### config.mk
export PLATFORM = sky130hd
export DESIGN_NAME = elevator_scheduler
export DESIGN_NICKNAME = d
export VERILOG_FILES = /design/src/rtl/elevator_scheduler.sv
export SDC_FILE = /design/constraint.sdc
export NUM_CORES = 1
export LEC_CHECK = 0
export CAP_MARGIN = 0
export CORE_ASPECT_RATIO = 0.75
export CORE_UTILIZATION = 55
export CTS_CLUSTER_SIZE = 8
export DETAILED_ROUTE_END_ITERATION = 8
export GPL_ROUTABILITY_DRIVEN = 0
export PLACE_DENSITY = 0.89
export SLEW_MARGIN = 10
export SYNTH_ARGS = -nofsm -noshare
export SYNTH_HDL_FRONTEND = slang
export SYNTH_SLANG_ARGS = --single-unit
### constraint.sdc
create_clock -name clk -period 3.15 [get_ports clk]
set_input_delay 0.4725 -clock clk [delete_from_list [all_inputs] [get_ports clk]]
set_output_delay 0.4725 -clock clk [all_outputs]
set_load 0.05 [all_outputs]
### src/rtl/elevator_scheduler.sv
// Single-car elevator scheduler: latches floor calls, keeps travelling in one
// direction while calls lie ahead, and only reverses while idle.
module elevator_scheduler #(
  parameter int FLOORS      = 8,
  parameter int MOVE_CYCLES = 50_000_000,
  parameter int DOOR_CYCLES = 100_000_000
) (
  input  logic       clk,
  input  logic       rst_n,
  input  logic       call_req,
  input  logic [3:0] call_floor,
  output logic [2:0] cur_floor,
  output logic       dir_up,
  output logic       moving,
  output logic       door_open,
  output logic       arrive,
  output logic [7:0] pending
);

  typedef enum logic [1:0] {IDLE, MOVE, DOOR} state_t;

  localparam logic [3:0]  FLOORS_W  = 4'(FLOORS);
  localparam logic [31:0] MOVE_LOAD = 32'(MOVE_CYCLES - 1);
  localparam logic [31:0] DOOR_LOAD = 32'(DOOR_CYCLES - 1);

  state_t      r_state;
  logic [2:0]  r_cur;
  logic        r_dir;
  logic        r_moving;
  logic        r_door;
  logic        r_arrive;
  logic [7:0]  r_pending;
  logic [31:0] r_timer;

  logic       w_valid;
  logic [7:0] w_set;
  logic [7:0] w_cur_mask;
  logic [2:0] w_next;
  logic [7:0] w_next_mask;
  logic       w_above;
  logic       w_below;
  logic       w_hit_next;
  logic       w_cur_call;

  always_comb begin
    w_valid     = call_req && (call_floor < FLOORS_W);
    w_set       = w_valid ? (8'd1 << call_floor) : '0;
    w_cur_mask  = 8'd1 << r_cur;
    w_next      = r_dir ? (r_cur + 3'd1) : (r_cur - 3'd1);
    w_next_mask = 8'd1 << w_next;
    w_hit_next  = r_pending[w_next] || (w_valid && (call_floor == {1'b0, w_next}));
    w_cur_call  = w_valid && (call_floor == {1'b0, r_cur});
    w_above     = 1'b0;
    w_below     = 1'b0;
    for (int unsigned i = 0; i < 8; i++) begin
      if (r_pending[i] && (i > 32'(r_cur))) w_above = 1'b1;
      if (r_pending[i] && (i < 32'(r_cur))) w_below = 1'b1;
    end
  end

  always_ff @(posedge clk or negedge rst_n) begin
    if (!rst_n) begin
      r_state   <= IDLE;
      r_cur     <= '0;
      r_dir     <= 1'b1;
      r_moving  <= 1'b0;
      r_door    <= 1'b0;
      r_arrive  <= 1'b0;
      r_pending <= '0;
      r_timer   <= '0;
    end else begin
      r_arrive <= 1'b0;
      case (r_state)
        IDLE: begin
          if (r_pending == '0) begin
            r_pending <= w_set;
          end else if (r_pending[r_cur]) begin
            r_state   <= DOOR;
            r_door    <= 1'b1;
            r_timer   <= DOOR_LOAD;
            r_pending <= (r_pending | w_set) & ~w_cur_mask;
          end else begin
            // Reverse only when nothing is pending in the current direction.
            if (r_dir ? !w_above : !w_below) r_dir <= ~r_dir;
            r_state   <= MOVE;
            r_moving  <= 1'b1;
            r_timer   <= MOVE_LOAD;
            r_pending <= r_pending | w_set;
          end
        end
        MOVE: begin
          if (r_timer != '0) begin
            r_timer   <= r_timer - 32'd1;
            r_pending <= r_pending | w_set;
          end else begin
            r_cur    <= w_next;
            r_arrive <= 1'b1;
            if (w_hit_next) begin
              r_state   <= DOOR;
              r_moving  <= 1'b0;
              r_door    <= 1'b1;
              r_timer   <= DOOR_LOAD;
              r_pending <= (r_pending | w_set) & ~w_next_mask;
            end else begin
              r_timer   <= MOVE_LOAD;
              r_pending <= r_pending | w_set;
            end
          end
        end
        DOOR: begin
          if (w_cur_call) begin
            r_timer <= DOOR_LOAD;
          end else begin
            r_pending <= r_pending | w_set;
            if (r_timer == '0) begin
              r_state <= IDLE;
              r_door  <= 1'b0;
            end else begin
              r_timer <= r_timer - 32'd1;
            end
          end
        end
        default: begin
          r_state  <= IDLE;
          r_moving <= 1'b0;
          r_door   <= 1'b0;
        end
      endcase
    end
  end

  // A pending call always lies ahead while moving, so the shaft ends are never overrun.
  always_ff @(posedge clk) begin
    if (rst_n && (r_state == MOVE) && (r_timer == '0)) begin
      assert (!((r_cur == 3'd0) && !r_dir) && !((r_cur == 3'(FLOORS - 1)) && r_dir))
        else $error("elevator_scheduler: travel beyond shaft end");
    end
  end

  assign cur_floor = r_cur;
  assign dir_up    = r_dir;
  assign moving    = r_moving;
  assign door_open = r_door;
  assign arrive    = r_arrive;
  assign pending   = r_pending;

endmodule

After elaboration in Yosys (flattened, before gate mapping)
Index checks and enable logic that the tools add are counted.
- shift operators: 3
- equality and inequality tests: 12
- reductions and logical operators: 32
- order comparisons: 17
- bitwise operators: 10
- multiplexer cells: 55
- $add $sub $neg: 3
- operators by type and width (kind ; count):
    $mux W32 ; 4
    $pmux W32 S3 ; 1
    $mux W27 ; 2
    $mux W8 ; 6
    $logic_not A32 Y1 ; 1
    $reduce_bool A32 Y1 ; 1
    $sub A32 B1 Y32 const B ; 1
    $mux W1 ; 29
    $pmux W8 S3 ; 1
    $logic_and A1 B1 Y1 ; 17
    $and A8 B8 Y8 ; 2
    $not A8 Y8 ; 2
    $shl A1 B3 Y8 const A ; 2
    $ne A2 B2 Y1 const B ; 7
    $gt A3 B3 Y1 const A ; 4
    $mux W2 ; 6
    $reduce_and A5 Y1 ; 2
    $lt A3 B3 Y1 const A ; 3
    $eq A4 B3 Y1 ; 2
    $logic_not A8 Y1 ; 1
    $lt A3 B4 Y1 const B ; 2
    $or A8 B8 Y8 ; 1
    $shl A1 B4 Y8 const A ; 1
    $bmux W1 S3 ; 2
    22 further kinds ; 32
- input port bits: 7
- logic and storage cells: 140
- register bits: 49

Depth between registers and ports, before layout
- word-level depth: 12
- gate-level depth with buffers: 10

Worst setup path after synthesis
OpenSTA, ideal clock, no wires.
- path type: register to register
- start point: register r_cur[0], in the netlist cur_floor[0]
- end point: register r_state[0]
- setup time: 0.142 ns
- cell stages (with the launch flop): 11
- path buffers: 2
- slack: -0.248 ns
- data required time: 3.008 ns
- arrival time: 3.256 ns
- cells stage by stage: dfrtp_1 > buf_2 > clkbuf_1 > inv_1 > ha_1 > xnor3_1 > nor4b_1 > o32a_1 > o21ai_1 > a221oi_1 > o32ai_1
- longest elaborated chain between the ends: 7
- elaborated cells between the ends (all ways): 18
- those cells by class: add/sub: 2; eq/ne: 4; mux: 8; reduce/logical: 4
- RTL lines (element ; RTL line ; RTL):
    from (decl) ; 27 ; logic [2:0] r_cur;
    from (signal assigned) ; 96 ; r_cur <= w_next;
    $sub A3 B1 Y3 / $add A3 B1 Y3 (equally long branches) ; 49 ; w_next = r_dir ? (r_cur + 3'd1) : (r_cur - 3'd1);
    $mux W3 ; 49 ;
    $bmux W1 S3 / $eq A4 B3 Y1 (equally long branches) ; 51 ; w_hit_next = r_pending[w_next] || (w_valid && (call_floor == {1'b0, w_next}));
    $mux W1 (implied by the code) / $logic_and A1 B1 Y1 (equally long branches) ; 51 ;
    $logic_or A1 B1 Y1 ; 51 ;
    $ne A2 B2 Y1 (no source line) ; n/a ;
    $reduce_and A5 Y1 (no source line) ; n/a ;
    to (signal assigned) ; 63 ; r_state <= IDLE;
    to (signal assigned) ; 78 ; r_state <= DOOR;
    to (signal assigned) ; 85 ; r_state <= MOVE;
    to (decl) ; 26 ; state_t r_state;
Several ways; a longest one is shown, not always the timed one. The select of a mux whose other input is x is not followed.
A chain may end at the register's enable or synchronous reset.

Worst setup path after layout
Same ends and word-level chain as after synthesis.

==> results.md <==
| Group | Result | Value |
|---|---|---|
| global routing | Pin count of the biggest net entering global routing | 36 |
| logic synthesis | Share of synthesized registers carrying an async set or reset | 100.0% |
| die | Number of standard-cell rows in the floorplan | 25 |
| power and ir drop | Final Power | 0.004687 W |
| logic synthesis | Netlist area before placement | 3755 sq um |
| setup path | Number of cells on the worst reg-to-reg path | 8 |
| logic synthesis | Post-Synth Adder-Cell Area | 3.999% |
| sta | Max Fclk | 342.9 MHz |
| cts | CTS root buf | sky130_fd_sc_hd__clkbuf_8 |
| logic synthesis | Syn Nets | 464 |
| logic synthesis | Fraction of the mapped netlist area in compound gates | 28.69% |
| sta | Total count of max-transition violations in the final report | 0 |
| routing | DRC violation count after routing | 0 |
| logic synthesis | Area share of and/or/nand/nor cells after synthesis | 22.93% |
| routing | Via density per instance | 6.996 |
| sta | Slew margin rel. | 40.17% |
| routing | Per-cell routed wire length | 20.11 microns |
| routing | Iteration-0 DRC Markers | 491 |
| cts | # clock sinks | 49 |
| cells and area | Share of final-layout standard cells stronger than drive strength 1 | 11.11% |
| cts | Number of hold-repair buffers added at the cts stage | 0 |
| logic synthesis | Top flip-flop cell by instance count after synthesis | sky130_fd_sc_hd__dfrtp_1 |
| die | Floorplan core area | 6444 sq um |
| logic synthesis | Post-synthesis share of cell area spent on xor and xnor gates | 5.032% |
| global routing | Total congestion overflow after global routing | 0 |
| setup path | Top fanout value on the critical path | 6 |
| job | Maxcap violations | 0 |
| cts | Number of buffers created by CTS | 5 |
| min path | Class of the most critical hold timing path | primary input to async pin |
| logic synthesis | Number of warnings reported in the yosys synthesis log | 0 |
| cells and area | Utilization after layout | 66.17% |
| cells and area | Area Overhead vs Synth | 13.56% |
| sta | Worst-Margin Slew | 0.8941 ns |
| die | Effective utilization at floorplan | 58.27% |
| routing | Number of search-and-repair iterations in the first detailed-routing pass | 9 |
| cts | TritonCTS clock tree | done |
| sta | Final min period | 2.916 ns |
| power and ir drop | Standby leakage power | 1.664 nW |
| global routing | Global-route wire length before repair | 18040 microns |
| cts | Clk Latency, worst-skew pair | 0.31 ns |
| die | Horizontal die dimension | 97.41 microns |
| global routing | Via count of the first global-routing pass | 3637 |
| sta | Setup-violating endpoint count in the final report | 0 |
| cells and area | Net total in the final layout | 495 |
| logic synthesis | Portion of the post-synthesis area used by sequential elements | 32.69% |
| setup path | Reg-to-reg critical path endpoint | r_state[0] |
| logic synthesis | Number of distinct standard cells referenced by the synthesized netlist | 65 |
| placed design | Half-perimeter wire length after placement | 8380 microns |
| global routing | Overall global routing resource usage | 32.36% |
| logic synthesis | Leading post-synthesis cells by instance count | sky130_fd_sc_hd__dfrtp_1 (48), sky130_fd_sc_hd__nor2_1 (42), sky130_fd_sc_hd__a21oi_1 (38) |
| cells and area | Fill count | 540 |
| sta | Total count of hold-check failures in the final report | 0 |
| logic synthesis | Cells after Synth | 445 |
| cts | # H-tree levels | 2 |
| sta | RSZ-0062 raised after global routing | false |
| logic synthesis | Most frequent cell after synthesis | sky130_fd_sc_hd__dfrtp_1 |
| setup path | Critical Path Start Type | flip-flop |
| setup path | Crit path required time | 3.32 ns |
| cts | Clock transition at path regs | 0.09 ns |
| placed design | Count of buffers from port buffering | 21 |
| cells and area | Diode count | 0 |
| routing | Total length of routed wires | 11220 microns |
| sta | Layout Skew | 0.009885 ns |
| logic synthesis | Largest family of logic cells by synthesized area | compound AO/OA/AOI/OAI gates |
| setup path | Element type at the critical path end | flip-flop |
| logic synthesis | Post-synth top area share | 31.99% |
| power and ir drop | Power density cells | 1099 nW/um^2 |
| run status | Status | finished, final reports clean |
| die | Vert. Die Dim | 73.56 microns |
| logic synthesis | Cell taking the most area after synthesis | sky130_fd_sc_hd__dfrtp_1 |
| setup path | Signal arrival time at the worst endpoint | 3.09 ns |
| sta | Post-route clock period utilization | 92.57% |
| sta | Post-Route Setup TNS | 0 ns |
| logic synthesis | Largest cells by area after synthesis | sky130_fd_sc_hd__dfrtp_1 (32%), sky130_fd_sc_hd__a21oi_1 (5.1%), sky130_fd_sc_hd__nor2_1 (4.2%) |
| logic synthesis | Number of enable-type register cells in the synthesized netlist | 0 |
| cts | CTS max path bufs | 2 |
| routing | Via count | 3904 |
| setup path | Reg-to-reg startpoint | cur_floor[0] |
| logic synthesis | Post-synthesis register bit count | 49 |
| setup path | FF-to-FF setup slack | 0.23 ns |
| cells and area | Area taken by multi-input logic gates | 2346 sq um |
| setup path | WS Path Type | flip-flop to flip-flop |
| global routing | Antenna violations before repair | 0 |
| die | Boundary pin count | 22 |
| die | Die area | 7165 sq um |
| cells and area | Flip-flop and latch area | 1229 sq um |
| logic synthesis | Synthesized area per cell | 8.438 sq um |
| logic synthesis | Multiplexer fraction of the synthesized cell area | 1.699% |
| routing | Number of antenna-violating nets in the routed design | 0 |
| power and ir drop | Worst VDD drop | 0.5616 mV |
[logic make-up after synthesis]
| kind of cell | Yosys count |
|---|---|
| flip-flops | 49 |
| AO/OA/AOI/OAI | 155 |
| buffers and inverters | 45 |
| AND/OR/NAND/NOR | 158 |
| adder cells (fa/ha/maj) | 12 |
| multiplexers | 6 |
| XOR/XNOR | 20 |
[flip-flops by register name, summed over array words and instances, names as in the netlist]
signal     cells
door_open      1
dir_up         1
r_state        2
cur_floor      3
arrive         1
pending        8
r_timer       32
moving         1
[report_power, final]
| part | switching (W) | leakage (nW) | internal (W) |
|---|---|---|---|
| Clock | 0.000206 | 0.0585 | 0.000259 |
| Sequential | 0.000304 | 0.607 | 0.000866 |
| Combinational | 0.00187 | 0.999 | 0.00118 |
| Total | 0.00238 | 1.66 | 0.00230 |
[layer usage]
layer  vias up  global-route usage, %  wire [microns]
li1       1760                      -               -
met1      1801                  45.67            4692
met2       287                  48.48            4674
met3        56                  9.515            1573
met4         0                  8.824             283
met5         -                  3.497               0
[cell type report]
class / instances / area share [%]
clock inverter: 1 / 0.7042
sequential: 49 / 28.81
tap: 81 / 2.377
inverter: 25 / 2.201
clock buffer: 7 / 2.025
timing repair buffer: 44 / 8.861
multi-input combinational: 351 / 55.02
[worst max-delay path, cell delays in order, from the launching register on]
cell	delay (ns)
sky130_fd_sc_hd__dfrtp_2	0.39
sky130_fd_sc_hd__inv_1	0.11
sky130_fd_sc_hd__ha_1	0.40
sky130_fd_sc_hd__xnor3_1	0.44
sky130_fd_sc_hd__nor4b_1	0.27
sky130_fd_sc_hd__o32a_1	0.33
sky130_fd_sc_hd__o21ai_1	0.25
sky130_fd_sc_hd__a221oi_1	0.43
sky130_fd_sc_hd__o32ai_1	0.17
[cell usage in the layout, fill, tap and decap left out, drive strengths merged, types with 9 or more instances in the layout]
cell type	synthesis	routed
dfrtp	48	48
buf	9	24
a211oi	10	10
a21oi	39	39
nand2	29	29
a31oi	13	13
xnor2	14	14
nor4	18	18
o22a	9	9
clkdlybuf4s50	0	20
inv	24	24
ha	12	12
nor2	42	42
o21ai	23	23
nor3	19	19
[stage by stage]
stage          setup WS [ns]  cell area (sq um)  std cells  hold WS [ns]
2_1_floorplan        0.03735               3757        445        0.1769
6_report              0.2340               4264        558        0.2478
5_1_grt              0.09526               4264        558        0.3002
3_3_place_gp          0.3247               4143        550        0.5178
3_5_place_dp          0.1087               4143        550        0.5394
4_1_cts               0.2872               4259        558        0.2696
[worst max path at each step]
stage,startpoint,endpoint,slack (ns),depth (start not counted)
floorplan,cur_floor[0],r_state[0],0.04,10
global placement,call_floor[1],r_state[0],0.32,7
detailed placement,call_floor[1],r_state[0],0.11,7
CTS,cur_floor[0],r_state[0],0.29,8
global route,cur_floor[0],r_state[0],0.1,8
finish,cur_floor[0],r_state[0],0.23,8
[what timing repair did]
action / CTS / global route
setup buffers: 0 / 0
gates resized for setup: 0 / 1
setup endpoints to repair: 0 / 2
No activity file was read; power rests on OpenSTA's default activity.
